**src/rtl/look_ahead_routing_vc.sv**
```systemverilog
// Look-ahead routing stage with per-VC wormhole route locking.
// A head flit computes the next-hop route and pins it to its VC;
// body/tail flits reuse the pinned route until the tail releases it.

package rvh_noc_pkg;
    localparam int unsigned NodeID_X_Width = 2;
    localparam int unsigned NodeID_Y_Width = 2;
    localparam int unsigned DevicePort_Width = 2;

    // Local ports occupy the upper half so L[n] = {1'b1, n}
    typedef enum logic [2:0] {
        N  = 3'd0,
        S  = 3'd1,
        E  = 3'd2,
        W  = 3'd3,
        L0 = 3'd4,
        L1 = 3'd5,
        L2 = 3'd6,
        L3 = 3'd7
    } io_port_t;

    typedef struct packed {
        io_port_t                    look_ahead_routing;
        logic [NodeID_X_Width-1:0]   tgt_id_x;
        logic [NodeID_Y_Width-1:0]   tgt_id_y;
        logic [DevicePort_Width-1:0] device_port;
        logic [7:0]                  payload;
    } flit_dec_t;
endpackage

module look_ahead_routing_vc
    import rvh_noc_pkg::*;
#(
    parameter int unsigned VC_NUM         = 4,
    parameter int unsigned LOCAL_PORT_NUM = 1,
    parameter int unsigned ROUTING_MODE   = 0,
    localparam int unsigned VC_ID_W       = (VC_NUM > 1) ? $clog2(VC_NUM) : 1
) (
    input  logic                      clk,
    input  logic                      rst,
    input  logic [NodeID_X_Width-1:0] node_id_x_ths_hop_i,
    input  logic [NodeID_Y_Width-1:0] node_id_y_ths_hop_i,
    input  logic                      in_vld_i,
    output logic                      in_rdy_o,
    input  logic [VC_ID_W-1:0]        in_vc_id_i,
    input  logic                      in_head_i,
    input  logic                      in_tail_i,
    input  flit_dec_t                 in_flit_i,
    output logic                      out_vld_o,
    input  logic                      out_rdy_i,
    output logic [VC_ID_W-1:0]        out_vc_id_o,
    output flit_dec_t                 out_flit_o,
    output logic [VC_NUM-1:0]         vc_locked_o,
    output logic                      err_o,
    input  logic                      err_clr_i
);

    typedef enum logic {
        VC_IDLE,
        VC_LOCKED
    } vc_state_e;

    vc_state_e                 vc_state_q  [VC_NUM];
    vc_state_e                 vc_state_d  [VC_NUM];
    io_port_t                  route_tbl_q [VC_NUM];
    io_port_t                  route_tbl_d [VC_NUM];
    logic                      out_vld_q,   out_vld_d;
    logic [VC_ID_W-1:0]        out_vc_id_q, out_vc_id_d;
    flit_dec_t                 out_flit_q,  out_flit_d;
    logic                      err_q,       err_d;

    logic [NodeID_X_Width-1:0] nxt_x;
    logic [NodeID_Y_Width-1:0] nxt_y;
    logic                      wrap_err;
    logic                      local_err;
    io_port_t                  local_route;
    io_port_t                  ew_route;
    io_port_t                  ns_route;
    io_port_t                  calc_route;
    logic                      calc_err;
    logic                      accept;
    logic                      err_evt;

    assign in_rdy_o    = !out_vld_q || out_rdy_i;
    assign accept      = in_vld_i && in_rdy_o;
    assign out_vld_o   = out_vld_q;
    assign out_vc_id_o = out_vc_id_q;
    assign out_flit_o  = out_flit_q;
    assign err_o       = err_q;

    // Next-hop coordinates from the look-ahead port, flagging wrap-around
    always_comb begin
        nxt_x    = node_id_x_ths_hop_i;
        nxt_y    = node_id_y_ths_hop_i;
        wrap_err = 1'b0;
        case (in_flit_i.look_ahead_routing)
            N: begin
                nxt_y    = node_id_y_ths_hop_i + 1'b1;
                wrap_err = &node_id_y_ths_hop_i;
            end
            S: begin
                nxt_y    = node_id_y_ths_hop_i - 1'b1;
                wrap_err = ~|node_id_y_ths_hop_i;
            end
            E: begin
                nxt_x    = node_id_x_ths_hop_i + 1'b1;
                wrap_err = &node_id_x_ths_hop_i;
            end
            W: begin
                nxt_x    = node_id_x_ths_hop_i - 1'b1;
                wrap_err = ~|node_id_x_ths_hop_i;
            end
            default: ;
        endcase
    end

    // Dimension-ordered route selection at the next hop
    always_comb begin
        local_route = L0;
        local_err   = 1'b0;
        if (32'(in_flit_i.device_port) < LOCAL_PORT_NUM) begin
            local_route = io_port_t'({1'b1, in_flit_i.device_port});
        end else begin
            local_err = 1'b1;
        end

        ew_route = (nxt_x < in_flit_i.tgt_id_x) ? E : W;
        ns_route = (nxt_y < in_flit_i.tgt_id_y) ? N : S;

        calc_route = local_route;
        calc_err   = wrap_err;
        if (ROUTING_MODE == 0) begin
            if (nxt_x != in_flit_i.tgt_id_x) begin
                calc_route = ew_route;
            end else if (nxt_y != in_flit_i.tgt_id_y) begin
                calc_route = ns_route;
            end else begin
                calc_err = wrap_err | local_err;
            end
        end else begin
            if (nxt_y != in_flit_i.tgt_id_y) begin
                calc_route = ns_route;
            end else if (nxt_x != in_flit_i.tgt_id_x) begin
                calc_route = ew_route;
            end else begin
                calc_err = wrap_err | local_err;
            end
        end
    end

    // Per-VC lock state, route table, output register and sticky error
    always_comb begin
        vc_state_d  = vc_state_q;
        route_tbl_d = route_tbl_q;
        out_vld_d   = out_vld_q;
        out_vc_id_d = out_vc_id_q;
        out_flit_d  = out_flit_q;
        err_evt     = 1'b0;

        if (out_rdy_i) begin
            out_vld_d = 1'b0;
        end

        if (accept) begin
            out_vld_d   = 1'b1;
            out_vc_id_d = in_vc_id_i;
            out_flit_d  = in_flit_i;
            if (in_head_i) begin
                out_flit_d.look_ahead_routing = calc_route;
                route_tbl_d[in_vc_id_i]       = calc_route;
                err_evt = calc_err || (vc_state_q[in_vc_id_i] == VC_LOCKED);
                vc_state_d[in_vc_id_i] = in_tail_i ? VC_IDLE : VC_LOCKED;
            end else if (vc_state_q[in_vc_id_i] == VC_LOCKED) begin
                out_flit_d.look_ahead_routing = route_tbl_q[in_vc_id_i];
                if (in_tail_i) begin
                    vc_state_d[in_vc_id_i] = VC_IDLE;
                end
            end else begin
                out_flit_d.look_ahead_routing = calc_route;
                err_evt = 1'b1;
            end
        end

        // Set takes priority over clear
        err_d = err_q;
        if (err_clr_i) begin
            err_d = 1'b0;
        end
        if (err_evt) begin
            err_d = 1'b1;
        end
    end

    // Lock flags exported per VC
    always_comb begin
        vc_locked_o = '0;
        for (int unsigned i = 0; i < VC_NUM; i++) begin
            vc_locked_o[i] = (vc_state_q[i] == VC_LOCKED);
        end
    end

    // State registers with asynchronous reset
    always_ff @(posedge clk or posedge rst) begin
        if (rst) begin
            for (int unsigned i = 0; i < VC_NUM; i++) begin
                vc_state_q[i]  <= VC_IDLE;
                route_tbl_q[i] <= L0;
            end
            out_vld_q   <= 1'b0;
            out_vc_id_q <= '0;
            out_flit_q  <= '0;
            err_q       <= 1'b0;
        end else begin
            vc_state_q  <= vc_state_d;
            route_tbl_q <= route_tbl_d;
            out_vld_q   <= out_vld_d;
            out_vc_id_q <= out_vc_id_d;
            out_flit_q  <= out_flit_d;
            err_q       <= err_d;
        end
    end

endmodule

```
**config.mk**
```make
export PLATFORM = sky130hd
export DESIGN_NAME = look_ahead_routing_vc
export DESIGN_NICKNAME = d
export VERILOG_FILES = /design/src/rtl/look_ahead_routing_vc.sv
export SDC_FILE = /design/constraint.sdc
export NUM_CORES = 1
export LEC_CHECK = 0
export BUFFER_PORTS_ARGS = -buffer_cell sky130_fd_sc_hd__buf_2
export CORE_UTILIZATION = 35
export DETAILED_ROUTE_END_ITERATION = 10
export PLACE_DENSITY = 0.67
export RECOVER_POWER = 50
export SYNTH_ARGS = -nofsm -noshare
export SYNTH_HDL_FRONTEND = slang
export SYNTH_SLANG_ARGS = --single-unit
```
**constraint.sdc**
```tcl
create_clock -name clk -period 2.3 [get_ports clk]
set_clock_uncertainty 0.2 [all_clocks]
set_input_delay 0.23 -clock clk [delete_from_list [all_inputs] [get_ports clk]]
set_output_delay 0.23 -clock clk [all_outputs]
set_load 0.05 [all_outputs]
```
==> results.json <==
{
  "hp-start": "in_flit_i[12]",
  "worstReg2RegEnd": "out_flit_o[14]$_DFFE_PP0P_",
  "switchingPower_w": 0.000738,
  "min_to": "out_flit_o[12]$_DFFE_PP0P_",
  "num-fill-cells": 487,
  "cts_buffer_depth": 2,
  "ys_seq_elements": 37,
  "grt_pass1_vias": 1431,
  "portBuffers": 55,
  "synthTopCellsByArea": "dfrtp_1 (45%), mux2_2 (16%), dfstp_2 (5.7%)",
  "die-area_sq_um": 5590,
  "path_clk_slew_ns": 0.07,
  "syn_area_sq_um": 1850,
  "combinationalPowerShare_pct": 32.9,
  "synthToLayoutAreaGrowth_pct": 32.3,
  "yosysSeqAreaShare_pct": 50.3,
  "min_path_type": "primary input to register",
  "max_stage_delay_ns": 0.54,
  "final-setup-viol-count": 0,
  "synth_ff_type": "dfrtp_1",
  "routed_via_density": 4.85,
  "cts_root_buffer": "clkbuf_8",
  "timing.reg2reg.setup_slack_ns": 0.52,
  "crit_family": "buffers and inverters",
  "synth_edf_count": 0,
  "ys_types": 36,
  "core.rowCount": 26,
  "async_flop_share_pct": 100,
  "max_freq_ghz": 0.491,
  "critPathLaunchType": "primary input",
  "rsz0062_at_grt": "false",
  "arrival_ns": 2.02,
  "crit_chain": "dlygate4sd3_1 > buf_2 > ha_1 > nand2_1 > o31ai_1 > and4bb_2 > o32ai_1",
  "hold_depth": 2,
  "drive_above_1_share_pct": 41.7,
  "vdd_drop_max_mv": 0.485,
  "die_h_microns": 74.7,
  "fin_util_pct": 48.0,
  "seqPwrFrac_pct": 40.4,
  "cts_setup_buffers": 0,
  "ios": 56,
  "die_x_microns": 74.7,
  "grt_antenna_before_repair": 0,
  "ant_nets": 0,
  "fin_nets": 256,
  "antenna_cells": 0,
  "cts_tree": "done",
  "maxCapViolCount": 0,
  "grt_pass1_wl_mm": 6.42,
  "synth_fp_nets": 179,
  "maxSlewViolCount": 0,
  "synth_cells": 145,
  "crit_path_start": "in_flit_i[10]",
  "first_pass_iters": 4,
  "dp_hpwl_mm": 2.74,
  "gp_congestion": 0.801,
  "grt_overflow": 0,
  "drc": 0,
  "critPathRequiredTime_ns": 2.29,
  "hold_viol_final": 0,
  "drtIter0Drc": 14,
  "synth_top_area_cell": "dfrtp_1",
  "post_drt_wl_per_cell_microns": 13.2,
  "post-route-min-period_ns": 2.04,
  "clockPowerShare_pct": 26.6,
  "postCtsHoldBufs": 15,
  "htree_levels": 2,
  "swShare_pct": 35.1,
  "yosys_warnings": 0,
  "setup_tns_ns": 0,
  "leakage_nw": 1.09,
  "avgSynthCellArea_sq_um": 12.8,
  "max_slew_margin_pct": 39.2,
  "power.density_nw_per_um2": 858,
  "clock_latency_ns": 0.29,
  "cts_made_buffers": 5,
  "num_vias": 1420,
  "wl_mm": 3.88,
  "period_share_pct": 88.6,
  "clock_sink_count": 37,
  "cpMaxStageDelayCell": "dlygate4sd3_1",
  "cts_resized": 0,
  "netlist.area_leader.share_pct": 44.6,
  "reg2reg_from": "vc_locked_o[3]$_DFFE_PP0P_",
  "core-area_sq_um": 5110,
  "path_class": "primary input to register",
  "critPathCaptureType": "register",
  "status": "finished clean",
  "reg2reg_depth": 4,
  "cp_num_buf_inv": 2,
  "start_util_pct": 36.3,
  "p_int_w": 0.00136,
  "cp_max_fo": 3,
  "worst_pin_slew_ns": 0.912,
  "gr-usage-all-layers_pct": 15.4,
  "grt_max_degree": 38
}
synthesized netlist by cell type, drive strengths merged (4+ instances only):
| cell type | count |
|---|---|
| nor2b | 4 |
| xnor2 | 4 |
| mux2 | 26 |
| mux4 | 4 |
| dfstp | 4 |
| o21ai | 7 |
| o31ai | 7 |
| nand2b | 4 |
| inv | 4 |
| ha | 4 |
| dfrtp | 33 |
| nand2 | 12 |
worst max-delay path by stage:
stage / to / slack (ns) / depth (start not counted)
after floorplan: route_tbl_q[10]$_DFFE_PP0P_ / 0.22 / 4
after global placement: err_o$_DFFE_PP0P_ / 0.13 / 9
after detailed placement: err_o$_DFFE_PP0P_ / 0.07 / 9
after CTS: err_o$_DFFE_PP0P_ / 0.29 / 7
after global routing: err_o$_DFFE_PP0P_ / 0.21 / 7
final: err_o$_DFFE_PP0P_ / 0.26 / 7
power groups by stage:
stage | clock network, W | registers [W] | logic, W
after floorplan | 0 | 0.00110 | 0.000271
after global placement | 0 | 0.000860 | 0.000676
after detailed placement | 0 | 0.000860 | 0.000686
after CTS | 0.000577 | 0.000849 | 0.000707
after global routing | 0.000602 | 0.000869 | 0.000745
final | 0.000560 | 0.000850 | 0.000692
kinds of logic (layout without fill, tap and decap cells):
logic type	Yosys count	after routing	synth area share, %
AO/OA/AOI/OAI	20	20	7.16
XOR/XNOR	6	6	2.84
adder cells (fa/ha/maj)	4	4	2.70
buffers and inverters	9	87	3.38
flip-flops	37	37	50.3
multiplexers	32	32	21.8
AND/OR/NAND/NOR	37	37	11.9
cell type report:
cell class	count	area [sq um]	area share [%]
Clock buffer	6	72.6	2.96
Clock inverter	2	38.8	1.58
Inverter	4	15.0	0.613
Multi-Input combinational cell	99	861	35.1
Sequential cell	37	931	38.0
Tap cell	70	87.6	3.58
Timing Repair Buffer	75	444	18.1
registers in the layout (all words and copies together), names as in the netlist:
signal / flops
vc_locked_o: 4
route_tbl_q: 12
out_vc_id_o: 2
err_o: 1
out_flit_o: 17
out_vld_o: 1
layout by cell type, fill, tap and decap left out, types with 2 or more instances in the layout:
cell	count
mux2i_1	2
nor2_1	3
o21ai_0	7
buf_2	42
ha_1	4
o31ai_1	7
dlygate4sd3_1	15
mux2_2	26
and3b_1	2
nand2b_1	3
nand3_1	2
clkbuf_8	5
xor2_1	2
mux4_2	4
a21oi_1	2
buf_4	4
nand2_1	12
clkbuf_1	14
inv_1	4
nor2b_1	3
nor3b_1	2
dfstp_2	4
dfrtp_1	33
xnor2_1	4
layer usage:
metal,global-route usage [%],vias to the layer above,share of wire (%)
li1,-,677,-
met1,18.3,681,44
met2,26.5,57,47
met3,4.82,5,7.2
met4,5.45,0,1.3
met5,0,-,0
metrics by stage:
| stage | cells | hold slack [ns] | cell area (sq um) | setup slack, ns | power, W |
|---|---|---|---|---|---|
| after global routing | 293 | 0.0170 | 2450 | 0.205 | 0.00222 |
| after global placement | 270 | 0.163 | 2210 | 0.126 | 0.00154 |
| final | 293 | 0.0212 | 2450 | 0.261 | 0.00210 |
| after floorplan | 145 | 0.126 | 1850 | 0.223 | 0.00137 |
| after CTS | 293 | 0.0166 | 2470 | 0.292 | 0.00213 |
| after detailed placement | 270 | 0.163 | 2210 | 0.0695 | 0.00155 |
(Power assumes the default switching activity.)
